[src/rtl/sysctrl_wb_multi.sv]
// sysctrl_wb_multi: Wishbone system-control slave with clock/trap/IRQ
// routing bits, a maskable edge-triggered IRQ status bank and an ID word.
//
// Ports:
//   wb_clk_i, wb_rst_i (async, active-low)     clock and reset
//   wb_stb_i/cyc_i/we_i/sel_i/adr_i/dat_i      Wishbone request
//   wb_ack_o, wb_dat_o                         Wishbone response
//   irq_ext_i [N_IRQ]                          asynchronous interrupt lines
//   clk_out_dest [N_CLK], trap_out_dest        routing enables
//   irq_src_sel [N_IRQ]                        1 = take IRQ from pin
//   irq_o                                      |(IRQ_STAT & IRQ_MASK)
`timescale 1ns/1ps
module sysctrl_wb_multi #(
    parameter logic [31:0] BASE_ADR = 32'h2F00_0000,
    parameter int unsigned N_CLK    = 2,
    parameter int unsigned N_IRQ    = 2,
    parameter logic [31:0] ID_VALUE = 32'h5C71_0002
) (
    input  logic             wb_clk_i,
    input  logic             wb_rst_i,
    input  logic             wb_stb_i,
    input  logic             wb_cyc_i,
    input  logic             wb_we_i,
    input  logic [3:0]       wb_sel_i,
    input  logic [31:0]      wb_adr_i,
    input  logic [31:0]      wb_dat_i,
    output logic             wb_ack_o,
    output logic [31:0]      wb_dat_o,
    input  logic [N_IRQ-1:0] irq_ext_i,
    output logic [N_CLK-1:0] clk_out_dest,
    output logic             trap_out_dest,
    output logic [N_IRQ-1:0] irq_src_sel,
    output logic             irq_o
);

    logic             sel;
    logic             acc;
    logic             wr;
    logic [5:0]       widx;
    logic [31:0]      bmask;
    logic [31:0]      rdata;
    logic [N_CLK-1:0] clk_q;
    logic             trap_q;
    logic [N_IRQ-1:0] src_q;
    logic [N_IRQ-1:0] stat_q;
    logic [N_IRQ-1:0] mask_q;
    logic [N_IRQ-1:0] sync1;
    logic [N_IRQ-1:0] sync2;
    logic [N_IRQ-1:0] sync3;
    logic [N_IRQ-1:0] irq_set;
    logic [N_IRQ-1:0] irq_clr;
    logic             unused_ok;

    assign sel   = wb_stb_i & wb_cyc_i
                 & (wb_adr_i[31:8] == BASE_ADR[31:8]);
    // An access commits only on the edge that raises ack, so a held
    // strobe yields one access per ack pulse.
    assign acc   = sel & ~wb_ack_o;
    assign wr    = acc & wb_we_i;
    assign widx  = wb_adr_i[7:2];
    assign bmask = {{8{wb_sel_i[3]}}, {8{wb_sel_i[2]}},
                    {8{wb_sel_i[1]}}, {8{wb_sel_i[0]}}};

    // Rising edge after the 2-flop synchroniser, gated by source select.
    assign irq_set = sync2 & ~sync3 & src_q;
    assign irq_clr = (wr && widx == 6'h03)
                   ? (wb_dat_i[N_IRQ-1:0] & bmask[N_IRQ-1:0]) : '0;

    assign unused_ok = &{1'b0, wb_adr_i[1:0], wb_dat_i, bmask};

    always_comb begin
        rdata = '0;
        case (widx)
            6'h00:   rdata = 32'(clk_q);
            6'h01:   rdata = 32'(trap_q);
            6'h02:   rdata = 32'(src_q);
            6'h03:   rdata = 32'(stat_q);
            6'h04:   rdata = 32'(mask_q);
            6'h05:   rdata = ID_VALUE;
            default: rdata = '0;
        endcase
    end

    always_ff @(posedge wb_clk_i or negedge wb_rst_i) begin
        if (!wb_rst_i) begin
            wb_ack_o <= 1'b0;
            wb_dat_o <= '0;
        end else begin
            wb_ack_o <= acc;
            wb_dat_o <= (acc && !wb_we_i) ? rdata : '0;
        end
    end

    always_ff @(posedge wb_clk_i or negedge wb_rst_i) begin
        if (!wb_rst_i) begin
            clk_q  <= '0;
            trap_q <= 1'b0;
            src_q  <= '0;
            mask_q <= '0;
        end else if (wr) begin
            case (widx)
                6'h00: clk_q <= (clk_q & ~bmask[N_CLK-1:0])
                              | (wb_dat_i[N_CLK-1:0] & bmask[N_CLK-1:0]);
                6'h01: if (wb_sel_i[0]) trap_q <= wb_dat_i[0];
                6'h02: src_q <= (src_q & ~bmask[N_IRQ-1:0])
                              | (wb_dat_i[N_IRQ-1:0] & bmask[N_IRQ-1:0]);
                6'h04: mask_q <= (mask_q & ~bmask[N_IRQ-1:0])
                               | (wb_dat_i[N_IRQ-1:0] & bmask[N_IRQ-1:0]);
                default: ;
            endcase
        end
    end

    // Set has priority over a same-cycle write-1-to-clear.
    always_ff @(posedge wb_clk_i or negedge wb_rst_i) begin
        if (!wb_rst_i) begin
            sync1  <= '0;
            sync2  <= '0;
            sync3  <= '0;
            stat_q <= '0;
        end else begin
            sync1  <= irq_ext_i;
            sync2  <= sync1;
            sync3  <= sync2;
            stat_q <= (stat_q & ~irq_clr) | irq_set;
        end
    end

    assign clk_out_dest  = clk_q;
    assign trap_out_dest = trap_q;
    assign irq_src_sel   = src_q;
    assign irq_o         = |(stat_q & mask_q);

endmodule

[config.mk]
export PLATFORM = sky130hd
export DESIGN_NAME = sysctrl_wb_multi
export DESIGN_NICKNAME = d
export VERILOG_FILES = /design/src/rtl/sysctrl_wb_multi.sv
export SDC_FILE = /design/constraint.sdc
export NUM_CORES = 1
export LEC_CHECK = 0
export CAP_MARGIN = 20
export CORE_MARGIN = 1.5
export CORE_UTILIZATION = 28
export CTS_CLUSTER_DIAMETER = 200
export DETAILED_ROUTE_END_ITERATION = 7
export GPL_TIMING_DRIVEN = 0
export PLACE_DENSITY = 0.83
export SLEW_MARGIN = 15
export SYNTH_ARGS = -nofsm -noshare
export SYNTH_HDL_FRONTEND = slang
export SYNTH_SLANG_ARGS = --single-unit
[constraint.sdc]
create_clock -name wb_clk_i -period 1.5 [get_ports wb_clk_i]
set_input_delay 0.3 -clock wb_clk_i [delete_from_list [all_inputs] [get_ports wb_clk_i]]
set_output_delay 0.3 -clock wb_clk_i [all_outputs]
set_load 0.01 [all_outputs]
# --- Word level (Yosys, flattened, before mapping) ---
# Index checks and enable logic that the tools add are counted.
classes:
  n_eq_ne: 6
  mux: 3
  bitwise: 20
  reduce_logical: 9
op_table:
  columns: ["cell", "count"]
  rows:
  - ["31-bit case mux with 6 select lines", 1]
  - ["32-bit two-way mux", 1]
  - ["24-bit by 22-bit equality test with 1-bit output (second input constant)", 1]
  - ["2-bit bitwise AND", 8]
  - ["6-bit by 2-bit equality test with 1-bit output (second input constant)", 2]
  - ["6-bit by 3-bit equality test with 1-bit output (second input constant)", 2]
  - ["2-bit bitwise OR", 4]
  - ["6-bit by 1-bit equality test with 1-bit output (second input constant)", 1]
  - ["6-bit zero test", 1]
  - ["2-bit inverter", 3]
  - ["2-bit AND reduction", 3]
  - ["1-bit bitwise AND", 4]
  - ["3-bit AND reduction", 1]
  - ["1-bit logical AND", 2]
  - ["2-bit two-way mux", 1]
  - ["2-bit OR reduction", 1]
  - ["1-bit zero test", 1]
  - ["1-bit inverter", 1]
totals:
  register_bits: 48
  in_bits: 75
  output_inout_bits: 39
  wordCells: 48

# --- Longest topological paths before layout ---
depth:
  depth_word: 9
  ltp_mapped: 5
  mapped_depth_nobuf: 4

# --- Least setup slack after synthesis ---
# OpenSTA, ideal clock, no wires.
synth_timing:
  path_type: "register to register"
  from: "reg wb_ack_o"
  to: "reg with a tool-made name"
  setup_ns: 0.128
  t_arrival_ns: 1.379
  required_ns: 1.372
  path_slack_ns: -0.006
  stages_incl_launch_ff: 5
  n_path_buf: 0
  period_less_slack_ns: 1.506
  path_cell_list: "dfrtp_1 nor4_4 nand4_4 nor4_4 mux2_1"
synth_lines:
  columns: ["item", "line_no", "text"]
  rows:
  - ["start, declared", "27", "output logic wb_ack_o,"]
  - ["start signal, assigned", "86", "wb_ack_o <= 1'b0;"]
  - ["start signal, assigned", "89", "wb_ack_o <= acc;"]

==> results_dict.tcl <==
set metrics [dict create \
    outcome "finished, violations left" \
    violations "negative setup slack" \
    syn-cell-area_um2 1300 \
    ys_types 34 \
    dr.pass1.iters 4 \
    instances_no_fill 254 \
    dpl.cell_count 243 \
    htreeDepth 1 \
    crit_chain "dlygate4sd2_1, and3b_1, nand4b_1, buf_6, nor4_4, mux2_4" \
    final_hold_viol_count 0 \
    avgSynthCellArea_um2 11.3 \
    final_area_um2 2130 \
    synth.top_cell.area_share 0.367 \
    rsz0062_at_grt "yes" \
    avgRoutedWirePerCell_um 12.5 \
    required_ps 1650 \
    powerDensity_nw_per_um2 524 \
    period_needed_ps 1590 \
    grt_pass1_vias 1085 \
    setup_viol 8 \
    worstPathArrival_ps 1730 \
    tightestPinTransition_ps 812 \
    design.core.area_um2 4410 \
    fin_worst_skew_ps 0.788 \
    num_rows 24 \
    track_usage 0.127 \
    synth_area_leaders "dfrtp_1 37%, buf_4 17%, nor4_4 8.2%" \
    grt_max_degree 20 \
    num-fill-cells 424 \
    synth_edf_count 0 \
    synth_top_cell_by_area "dfrtp_1" \
    multi_input_area_um2 756 \
    syn_inst 115 \
    wl_um 3160 \
    p_leak_nw 1.16 \
    route.detailed.drc 0 \
    synthArstFlopShare 1.00 \
    vias 1145 \
    insertion_delay_ps 260 \
    vdd_drop_max_uv 393 \
    end_kind "flop" \
    yosysWarnings 0 \
    total_power_mw 1.11 \
    initial_utilization 0.294 \
    gp_congestion 0.809 \
    ant_nets 0 \
    max_clock_freq_mhz 629 \
    port_buffers 55 \
    ys.flop_type "dfrtp_1" \
    min_path_type "reg -> reg" \
    viasPerCell 4.51 \
    cts_root_buf "clkbuf_8" \
    startpoint_type "input pin" \
    critical-path-slowest-cell "nor4_4" \
    final_common_cell "buf_4" \
    area_delta_synth_final_pct 64.0 \
    die_w_um 71.0 \
    nNetsFinal 278 \
    crit_fanout 3 \
    holdBufCountCts 0 \
    layout.cells.most_common_list "39 x buf_4, 26 x dlygate4sd2_1, 22 x conb_1, 18 x dfrtp_1, 8 x clkdlybuf4s15_1" \
    maxCapViolations 0 \
    fp.dieH_um 71.0 \
    grt_pass1_wl_um 5160 \
    clock_sinks 19 \
    dp_hpwl_um 2490 \
    ff_latch_area_um2 477 \
    overflow 0 \
    path_class "in -> reg" \
    path_clk_slew_ps 70 \
    drt_first_iter_violations 24 \
    max_stage_delay_ps 340 \
    clockBufferDepth 2 \
    ys_seq_area_frac 0.367 \
    slew_viol_final 0 \
    max-slew-margin-rel 0.457 \
    period_share 1.06 \
    fin_ws_ps -89.0 \
    diodes 0 \
    placed_area_um2 1990 \
    antenna_found_initial 0 \
    ios 114 \
    cts_tree "yes" \
    synth-seq-cells 19 \
    post_route_cells_drive_above_1_share 0.371 \
    die-area_um2 5050 \
    numCtsBuffers 3 \
]
## cell type report
cell class	instances	area share
Timing Repair Buffer	62	0.263
Clock buffer	3	0.0194
Sequential cell	19	0.224
Clock inverter	1	0.00235
Buffer	30	0.105
Multi-Input combinational cell	87	0.356
Tap cell	52	0.0306
## logic make-up (layout without fill, tap and decap cells)
kind of cell,after synthesis,count (layout),synth area share
multiplexers,10,10,0.0840
AND/OR/NAND/NOR,47,47,0.327
flip-flops,19,19,0.367
other,1,22,0.00289
AO/OA/AOI/OAI,8,8,0.0473
buffers and inverters,30,96,0.172
## per-layer routing
layer	track usage	part of all wire	wire length [um]
met1	0.171	0.42	1320
met2	0.206	0.48	1520
met3	0.0299	0.094	296
met4	0.0314	0.0085	27
met5	0	0	0
## synthesized netlist by cell type, types with 2 or more instances
library cell and count:
mux2_1 3, nor4_2 2, mux2i_1 3, o2111a_1 2
mux2_2 4, nand3b_1 2, nor4_4 5, dfrtp_1 19
nand2_1 7, nor3_2 3, and4bb_2 2, nand3_1 4
buf_4 29, o21ai_0 2, nor2b_1 2, o31ai_1 2
nand4_1 3, nor2_1 4, nor4_1 2
## worst max-delay path, delay by kind of cell
family	cells	cell delay [ps]
muxes	1	330
buffers and inverters	2	400
and+or+nand+nor	3	700
## path summary, 6_finish.rpt
kind	startpoint	end	slack, ps	cells after the start
setup / recovery	wb_adr_i[28]	flop	-90	6
hold / removal	sync1[0]	sync2[0]	350	0
setup reg to reg	wb_ack_o	flop	-80	4
hold reg to reg	sync1[0]	sync2[0]	350	0
max in group asynchronous	wb_rst_i	wb_dat_o[28]	430	1
min in group asynchronous	wb_rst_i	sync2[1]	510	1
## stage by stage
stage / utilization / setup TNS, ps / hold WS (ps) / setup WS, ps
after CTS: 0.468 / -1140 / 354 / -181
after floorplan: - / -12.3 / 4.41 / -6.17
final: 0.482 / -493 / 352 / -89.0
after global placement: 0.451 / -7000 / 334 / -670
after detailed placement: 0.451 / -7390 / 338 / -716
after global routing: 0.482 / -1020 / 369 / -140
## repair_timing
item / 4_1_cts / 5_1_grt
endpoints found under the setup margin: 25 / 16
endpoints found under the hold margin: 0 / 0
setup buffers: 5 / 2
resized for setup: 56 / 30
pin swaps: 19 / 13
## where the power goes
group	internal, mW	switching [mW]	total [mW]
Sequential	0.520	0.00262	0.523
Combinational	0.124	0.111	0.235
Clock	0.185	0.171	0.356
Total	0.829	0.284	1.11
(Power assumes the default switching activity.)
